--- src/rtl/adc_eth_pkg.sv ---
// adc_eth_pkg: shared states and constants for the ADC-to-Ethernet framer
package adc_eth_pkg;
    typedef enum logic [2:0] {IDLE, PRE, SFD, HDR, PAY, FCS, IFG} state_t;
    localparam logic [7:0] PREAMBLE_BYTE = 8'h55;
    localparam logic [7:0] SFD_BYTE = 8'hD5;
    localparam logic [31:0] CRC_POLY_REFL = 32'hEDB88320;
    localparam logic [31:0] CRC_INIT = 32'hFFFFFFFF;
    localparam int HDR_LEN = 14;
    localparam int PRE_LEN = 7;
endpackage

--- src/rtl/adc_eth_framer_if.sv ---
// adc_eth_framer_if: sample RAM read port plus byte-wide transmit stream
interface adc_eth_framer_if #(parameter int ADDR_W = 11);
    logic [ADDR_W-1:0] rd_addr;
    logic [7:0] rd_data;
    logic [7:0] tx_data;
    logic tx_en;
    logic tx_sof;
    logic tx_eof;
    modport master(output rd_addr, tx_data, tx_en, tx_sof, tx_eof, input rd_data);
    modport slave(input rd_addr, tx_data, tx_en, tx_sof, tx_eof, output rd_data);
endinterface

--- src/rtl/adc_eth_framer_crc32_d8.sv ---
// crc32_d8: one-byte step of the reflected Ethernet CRC-32
module crc32_d8 import adc_eth_pkg::*; (
    input  logic [31:0] crc_in,
    input  logic [7:0]  data,
    output logic [31:0] crc_out
);
    always_comb begin
        crc_out = crc_in;
        for (int i = 0; i < 8; i++)
            crc_out = (crc_out[0] ^ data[i]) ? (crc_out >> 1) ^ CRC_POLY_REFL : crc_out >> 1;
    end
endmodule

--- src/rtl/adc_eth_framer.sv ---
// adc_eth_framer: sends each filled ADC half-buffer as one Ethernet II frame
module adc_eth_framer import adc_eth_pkg::*; #(
    parameter int ADDR_W = 11,
    parameter int PAYLOAD_LEN = 1024,
    parameter logic [47:0] DST_MAC = 48'hFFFF_FFFF_FFFF,
    parameter logic [47:0] SRC_MAC = 48'h02_00_00_00_00_01,
    parameter logic [15:0] ETHERTYPE = 16'h88B5,
    parameter int IFG_LEN = 12
) (
    input  logic clk125,
    input  logic rst_n,
    input  logic idx,
    adc_eth_framer_if.master bus,
    output logic busy,
    output logic [15:0] frames,
    output logic [15:0] drops
);
    localparam logic [111:0] HDR_BITS = {DST_MAC, SRC_MAC, ETHERTYPE};
    logic s1, s2, prev, half, trig, last;
    logic [2:0] arm;
    logic [15:0] cnt, len;
    logic [31:0] crc, crc_nxt;
    state_t state, nxt;
    // arm keeps the first synchronized level after reset from looking like a toggle
    assign trig = arm[2] & (s2 ^ prev);
    crc32_d8 u_crc (.crc_in(crc), .data(bus.tx_data), .crc_out(crc_nxt));
    always_comb begin
        len = state == PRE ? 16'(PRE_LEN) : state == SFD ? 16'd1 : state == HDR ? 16'(HDR_LEN) :
              state == PAY ? 16'(PAYLOAD_LEN) : state == FCS ? 16'd4 : 16'(IFG_LEN);
        last = cnt == len - 16'd1;
        nxt = state == IDLE ? (trig ? PRE : IDLE) : !last ? state :
              state == IFG ? IDLE : state_t'(state + 3'd1);
    end
    always_comb begin
        bus.tx_en = state inside {PRE, SFD, HDR, PAY, FCS};
        bus.tx_sof = state == PRE && cnt == 16'd0;
        bus.tx_eof = state == FCS && last;
        bus.tx_data = state == PRE ? PREAMBLE_BYTE : state == SFD ? SFD_BYTE :
                      state == HDR ? 8'(HDR_BITS >> {4'(HDR_LEN - 1) - cnt[3:0], 3'b000}) :
                      state == PAY ? bus.rd_data :
                      state == FCS ? 8'(~crc >> {cnt[1:0], 3'b000}) : 8'h00;
        busy = state != IDLE;
    end
    always_ff @(posedge clk125 or negedge rst_n) begin
        if (!rst_n) begin
            s1 <= 1'b0;
            s2 <= 1'b0;
            prev <= 1'b0;
            arm <= 3'b000;
            state <= IDLE;
            cnt <= 16'd0;
            half <= 1'b0;
            crc <= CRC_INIT;
            bus.rd_addr <= '0;
            frames <= 16'd0;
            drops <= 16'd0;
        end else begin
            s1 <= idx;
            s2 <= s1;
            prev <= s2;
            arm <= {arm[1:0], 1'b1};
            state <= nxt;
            cnt <= (state == IDLE || last) ? 16'd0 : cnt + 16'd1;
            if (state == IDLE && trig) begin
                half <= ~s2;
                crc <= CRC_INIT;
            end
            if (state == HDR || state == PAY)
                crc <= crc_nxt;
            // RAM has two cycles of read latency: start addressing at HDR byte 12
            if (state == HDR && cnt == 16'(HDR_LEN - 3))
                bus.rd_addr <= {half, {(ADDR_W-1){1'b0}}};
            else if ((state == HDR && cnt >= 16'(HDR_LEN - 2)) ||
                     (state == PAY && cnt + 16'd3 < 16'(PAYLOAD_LEN)))
                bus.rd_addr <= bus.rd_addr + ADDR_W'(1);
            if (bus.tx_eof)
                frames <= frames + 16'd1;
            if (trig && busy && drops != 16'hFFFF)
                drops <= drops + 16'd1;
        end
    end
endmodule
--- src/flat_wrapper.sv ---
// flat-port wrapper written by rule: the top's interface ports become plain ports
module adc_eth_framer_flat import adc_eth_pkg::*;
#(
    parameter int ADDR_W = 11,
    parameter int PAYLOAD_LEN = 1024,
    parameter logic [47:0] DST_MAC = 48'hFFFF_FFFF_FFFF,
    parameter logic [47:0] SRC_MAC = 48'h02_00_00_00_00_01,
    parameter logic [15:0] ETHERTYPE = 16'h88B5,
    parameter int IFG_LEN = 12
)
  (clk125, rst_n, idx, busy, frames, drops, bus_rd_addr, bus_tx_data, bus_tx_en, bus_tx_sof, bus_tx_eof, bus_rd_data);
  adc_eth_framer_if #(.ADDR_W(ADDR_W)) bus_i ();
  input  logic clk125;
  input  logic rst_n;
  input  logic idx;
  output logic busy;
  output logic [15:0] frames;
  output logic [15:0] drops;
  output wire logic [$bits(bus_i.rd_addr)-1:0] bus_rd_addr;
  output wire logic [$bits(bus_i.tx_data)-1:0] bus_tx_data;
  output wire logic [$bits(bus_i.tx_en)-1:0] bus_tx_en;
  output wire logic [$bits(bus_i.tx_sof)-1:0] bus_tx_sof;
  output wire logic [$bits(bus_i.tx_eof)-1:0] bus_tx_eof;
  input wire logic [$bits(bus_i.rd_data)-1:0] bus_rd_data;
  assign bus_rd_addr = bus_i.rd_addr;
  assign bus_tx_data = bus_i.tx_data;
  assign bus_tx_en = bus_i.tx_en;
  assign bus_tx_sof = bus_i.tx_sof;
  assign bus_tx_eof = bus_i.tx_eof;
  assign bus_i.rd_data = bus_rd_data;
  adc_eth_framer #(.ADDR_W(ADDR_W), .PAYLOAD_LEN(PAYLOAD_LEN), .DST_MAC(DST_MAC), .SRC_MAC(SRC_MAC), .ETHERTYPE(ETHERTYPE), .IFG_LEN(IFG_LEN)) u_core (.clk125(clk125), .rst_n(rst_n), .idx(idx), .bus(bus_i), .busy(busy), .frames(frames), .drops(drops));
endmodule
--- config.mk ---
export PLATFORM = sky130hd
export DESIGN_NAME = adc_eth_framer_flat
export DESIGN_NICKNAME = d
export VERILOG_FILES = /design/src/rtl/adc_eth_pkg.sv /design/src/rtl/adc_eth_framer_if.sv /design/src/rtl/adc_eth_framer_crc32_d8.sv /design/src/rtl/adc_eth_framer.sv /design/src/flat_wrapper.sv
export SDC_FILE = /design/constraint.sdc
export NUM_CORES = 1
export LEC_CHECK = 0
export CAP_MARGIN = 20
export CORE_MARGIN = 2
export CORE_UTILIZATION = 52
export DETAILED_ROUTE_END_ITERATION = 7
export PLACE_DENSITY = 0.74
export SLEW_MARGIN = 30
export SYNTH_ARGS = -nofsm -noshare
export SYNTH_HDL_FRONTEND = slang
export SYNTH_SLANG_ARGS = --single-unit
--- constraint.sdc ---
create_clock -name clk125 -period 3.65 [get_ports clk125]
set_input_delay 0.73 -clock clk125 [delete_from_list [all_inputs] [get_ports clk125]]
set_output_delay 0.73 -clock clk125 [all_outputs]
set_load 0.005 [all_outputs]
==> results of run 1 <==
cells by family (layout without fill, tap and decap cells):
logic type | Yosys count | count (layout) | share of synthesized area
AND/OR/NAND/NOR | 218 | 218 | 0.182
buffers and inverters | 53 | 129 | 0.0353
flip-flops | 101 | 101 | 0.411
XOR/XNOR | 113 | 113 | 0.199
multiplexers | 13 | 13 | 0.0373
adder cells (fa/ha/maj) | 15 | 15 | 0.0301
other | 1 | 1 | 0.000601
AO/OA/AOI/OAI | 96 | 96 | 0.103
layer usage:
metal | part of all wire | vias to the layer above | routed length [um] | GRT usage
met2 | 0.49 | 139 | 7370 | 0.401
met4 | 0.026 | 0 | 383 | 0.0951
li1 | - | 2322 | - | -
met1 | 0.44 | 2456 | 6530 | 0.328
met5 | 0 | - | 0 | 0
met3 | 0.044 | 32 | 652 | 0.0356
cell usage after synthesis (all sizes together), types with 12 or more instances:
cell type	number	area (um2)
dfrtp	69	1730
xnor2	61	549
nor2	53	199
a21oi	41	205
xor2	36	330
dfstp	32	841
nand2	32	120
nor3	28	140
nand3	24	120
inv	23	86.3
clkbuf	21	78.8
o21ai	17	85.1
and3	15	93.8
ha	15	188
xnor3	13	293
nand4	12	75.1
nor4	12	75.1
critical path, stage by stage (launching register included):
cell	delay, ns
dfrtp_1	0.35
buf_4	0.26
inv_1	0.15
ha_1	0.36
nor2b_1	0.08
and3_1	0.20
a2111oi_2	0.51
inv_1	0.08
clkdlybuf4s50_1	0.47
layout make-up:
cell class,instances,share of cell area
clock buffers,9,0.0301
flip-flops and latches,101,0.344
multi-input cells,456,0.467
inverters,24,0.0120
well taps,147,0.0246
repair buffers,89,0.111
clock inverters,7,0.0115
registers in the layout (all words and copies together) (netlist names):
register / flops
u_core.half: 1
u_core.s1: 1
u_core.state: 3
u_core.arm: 3
u_core.prev: 1
u_core.frames: 16
u_core.crc: 32
u_core.drops: 16
u_core.bus.rd_addr: 11
u_core.s2: 1
u_core.cnt: 16
stage by stage:
| step | total power [mW] | hold slack [ns] | cells | worst slack, ns |
|---|---|---|---|---|
| after detailed placement | 7.58 | 0.335 | 816 | 0.106 |
| final | 8.65 | 0.351 | 833 | 0.110 |
| after global routing | 9.24 | 0.373 | 833 | -0.0761 |
| after global placement | 7.46 | 0.332 | 816 | 0.242 |
| after floorplan | 6.23 | 0.331 | 610 | 0.276 |
| after CTS | 8.64 | 0.352 | 833 | 0.0331 |
path summary, 6_finish.rpt:
path	cells past startpoint	slack [ns]	end	start
max	8	0.11	bus_tx_data[0]	u_core.cnt[1]
min	0	0.35	u_core.arm[2]	u_core.arm[1]
min reg2reg	0	0.35	u_core.arm[2]	u_core.arm[1]
max reg2reg	11	0.33	u_core.crc[27]	u_core.cnt[1]
min in group asynchronous	1	0.38	u_core.state[1]	rst_n
max in group asynchronous	2	2.50	u_core.crc[4]	rst_n
what timing repair did:
action | in CTS | in global routing
hold buffers | 0 | 0
gates resized for setup | 6 | 4
setup buffers | 1 | 0
endpoints found under the setup margin | 1 | 4
endpoints found under the hold margin | 0 | 0
pin swaps | 2 | 0
where the power goes:
group          internal [mW]  switching (mW)  total (mW)
clock network          0.543           0.465        1.01
logic                   3.13            2.69        5.82
registers               1.53           0.294        1.82
total                   5.20            3.45        8.65
==> qor.yml, run 1 <==
status:
  status: "complete, no violations"
sta:
  grt_setup_unrepaired: "yes"
  timing.fmax_ghz: 0.282
  setup_viol_count_final: 0
  tightest_slew_ns: 0.895
  maxSlewHeadroom: 0.396
  hold_viol: 0
  period_minus_slack_ns: 3.54
  skew_ns: 0.00541
  finalSetupTns_ns: 0
  fin_crit_sh: 0.970
  slew_violations: 0
floorplanning:
  rows: 40
  dieArea_um2: 12900
  initial_core_util: 0.526
  die_x_um: 114
  fp.dieH_um: 114
  ios: 66
  core_um2: 11900
global_route:
  grt_max_degree: 73
  grt-ovfl-total: 0
  antenna_found_initial: 0
  groute.usage.overall: 0.243
  grt_pass1_vias: 4847
  grt_pass1_wl_um: 24800
power_and_ir_drop:
  p_leak_nw: 3.12
  peakVddDrop_uv: 1200
  power_density_nw_per_um2: 1160
clock_network:
  numClockSinks: 101
  cts_max_level: 3
  clock_latency_ns: 0.36
  numCtsBuffers: 9
  path_clk_slew_ns: 0.07
  cts_tree: "built"
  clockBufferDepth: 2
  cts_root_buf: "clkbuf_16"
finish:
  syn_to_final_growth_pct: 19.8
  fin_area_um2: 7480
  antenna_cells: 0
  final_util: 0.630
  final_cell_mix: "dfrtp_1, clkdlybuf4s50_1, xnor2_1"
  regArea_um2: 2570
  finalNetCount: 707
  multiInputGateArea_um2: 3490
  layout.cells.most_common: "dfrtp_1"
  n_fill_cell: 927
  drive_above_1_share: 0.147
place:
  place_area_um2: 7120
  hpwlAfterDp_um: 10700
  port_buffers: 65
  gp_congestion: 0.877
worst_hold_path:
  hold_class: "register to register"
logic_synthesis:
  synth.avg_cell_area_um2: 10.2
  ys_seq_area_frac: 0.411
  ys_ff_latch: 101
  synthCells: 610
  synthFlopType: "dfrtp_1"
  async_flop_share: 1.00
  syn_nets: 636
  ys_warn_count: 0
  synth_area_um2: 6240
  synth_cell_types: 61
  synth_edf_count: 0
routing:
  vias: 4949
  viasPerCell: 5.94
  totalWireLength_um: 14900
  drtAntennaViolNets: 0
  drt-pass1-iter-count: 6
  first_iter_violations: 411
  wl_per_cell_um: 17.9
  drc: 0
job:
  cap_violations: 0
critical_path:
  critPathArrivalTime_ns: 2.81
  end_kind: "primary output"
  path_class: "register to primary output"
  start_kind: "register"
  cp.required_ns: 2.92
  worst-path-max-fanout: 14
No activity file was read; power rests on OpenSTA's default activity.
==> inputs of run 2 (changes only) <==
- DONT_BUFFER_PORTS: not set -> 1
- PLACE_DENSITY: 0.74 -> 0.67
==> qor.yml, run 2 (synthesis results as in run 1) <==
global_route:
  grt_max_degree: 102
  grt_pass1_wl_um: 23900
  groute.usage.overall: 0.239
  antenna_found_initial: 0
  grt-ovfl-total: 0
  grt_pass1_vias: 4663
routing:
  drt-pass1-iter-count: 4
  totalWireLength_um: 14900
  drc: 0
  first_iter_violations: 305
  drtAntennaViolNets: 0
  wl_per_cell_um: 19.4
  vias: 4630
  viasPerCell: 6.03
critical_path:
  path_common_cell: "ha_1"
  critical-path-max-stage-delay_ns: 0.34
  start_kind: "register"
  r2r_start: "u_core.cnt[3]"
  slowest_stage: "dfrtp_1"
  r2r-end: "u_core.crc[26]"
  crit_chain: "and2_1 -> ha_1 -> inv_1 -> mux2i_1 -> o22ai_1 -> ha_1 -> xor2_1 -> nor4_1 -> o21ai_1 -> nor2_2"
  rr_worst_depth: 10
  critPathArrivalTime_ns: 2.68
  end_kind: "primary output"
  r2r_setup_slack_ns: 0.31
  crit_family: "simple AND/OR/NAND/NOR gates"
  worst-path-max-fanout: 9
  cp.required_ns: 2.92
  path_class: "register to primary output"
  path_buf_inv: 1
power_and_ir_drop:
  power_switching_share: 0.411
  power.switching_mw: 3.49
  p_seq_frac: 0.219
  p_leak_nw: 2.88
  pwr-share-clk: 0.118
  power_density_nw_per_um2: 1250
  peakVddDrop_uv: 1060
  p_int_mw: 5.02
  combPwrFrac: 0.663
floorplanning:
  fp.dieH_um: 114
  initial_core_util: 0.526
  dieArea_um2: 12900
  die_x_um: 114
  rows: 40
  ios: 66
  core_um2: 11900
finish:
  final_util: 0.572
  regMostFlops: "u_core.crc"
  n_fill_cell: 1020
  drive_above_1_share: 0.150
  multiInputGateArea_um2: 3460
  layout.cells.most_common: "dfrtp_1"
  final_cell_mix: "dfrtp_1, xnor2_1, nor2_1"
  syn_to_final_growth_pct: 8.72
  largest_reg_flops: 32
  antenna_cells: 0
  fin_cells: 768
  finalNetCount: 642
  regArea_um2: 2570
worst_hold_path:
  hold_class: "input port to async pin"
sta:
  tightest_slew_ns: 0.983
  grt_setup_unrepaired: "no"
  fin_crit_sh: 0.935
  timing.fmax_ghz: 0.293
  slew_violations: 0
  finalSetupTns_ns: 0
  hold_viol: 0
  setup_viol_count_final: 0
  maxSlewHeadroom: 0.345
  period_minus_slack_ns: 3.41
  skew_ns: 0.00824
clock_network:
  numClockSinks: 101
  path_clk_slew_ns: 0.07
  clock_latency_ns: 0.36
  clockBufferDepth: 2
  cts_tree: "built"
  cts_root_buf: "clkbuf_16"
  numCtsBuffers: 9
  cts.hold.buffers_added: 0
  cts_max_level: 3
place:
  port_buffers: 0
  dpl.cell_count: 752
  gp_congestion: 0.943
  hpwlAfterDp_um: 10900
job:
  cap_violations: 0
status:
  status: "complete, no violations"
run 2: metal layers:
metal	track usage	part of all wire	routed length, um	vias up
met5	0	0	0	-
met4	0.0992	0.025	371	0
met3	0.0420	0.044	663	28
met2	0.403	0.50	7480	126
met1	0.305	0.43	6420	2291
li1	-	-	-	2185
run 2: layout make-up:
cell class              count  share of cell area
well taps                 147              0.0271
multi-input cells         456               0.509
repair buffers             24              0.0266
clock buffers               9              0.0332
flip-flops and latches    101               0.378
inverters                  24              0.0133
clock inverters             7              0.0122
run 2: worst max-delay path by stage:
stage / start / endpoint / slack, ns / cells after the start
2_1_floorplan: u_core.state[0] / bus_tx_eof / 0.28 / 12
3_3_place_gp: u_core.cnt[3] / u_core.crc[26] / 0.56 / 10
3_5_place_dp: u_core.cnt[3] / u_core.crc[26] / 0.41 / 10
4_1_cts: u_core.state[1] / bus_tx_eof / 0.13 / 9
5_1_grt: u_core.state[0] / bus_tx_eof / 0.04 / 10
6_report: u_core.state[1] / bus_tx_eof / 0.24 / 10
run 2: timing repair:
action | in CTS | in global routing
resized for setup | 0 | 1
setup buffers | 0 | 0
setup endpoints to repair | 0 | 1
run 2: power by group through the flow:
stage               Sequential, mW  Combinational [mW]  Clock, mW
finish                        1.87                5.64       1.01
global route                  1.90                6.10       1.07
CTS                           1.86                5.65       1.03
detailed placement            1.88                5.60          0
global placement              1.87                5.48          0
floorplan                     1.74                4.49          0
run 2: per-stage QoR:
| stage | worst slack, ns | instance area (um2) | hold slack [ns] | power, mW |
|---|---|---|---|---|
| 2_1_floorplan | 0.276 | 6240 | 0.331 | 6.23 |
| 3_3_place_gp | 0.564 | 6470 | 0.331 | 7.35 |
| 3_5_place_dp | 0.411 | 6470 | 0.335 | 7.49 |
| 4_1_cts | 0.134 | 6780 | 0.0542 | 8.54 |
| 5_1_grt | 0.0380 | 6790 | 0.0542 | 9.06 |
| 6_report | 0.237 | 6790 | 0.0677 | 8.51 |
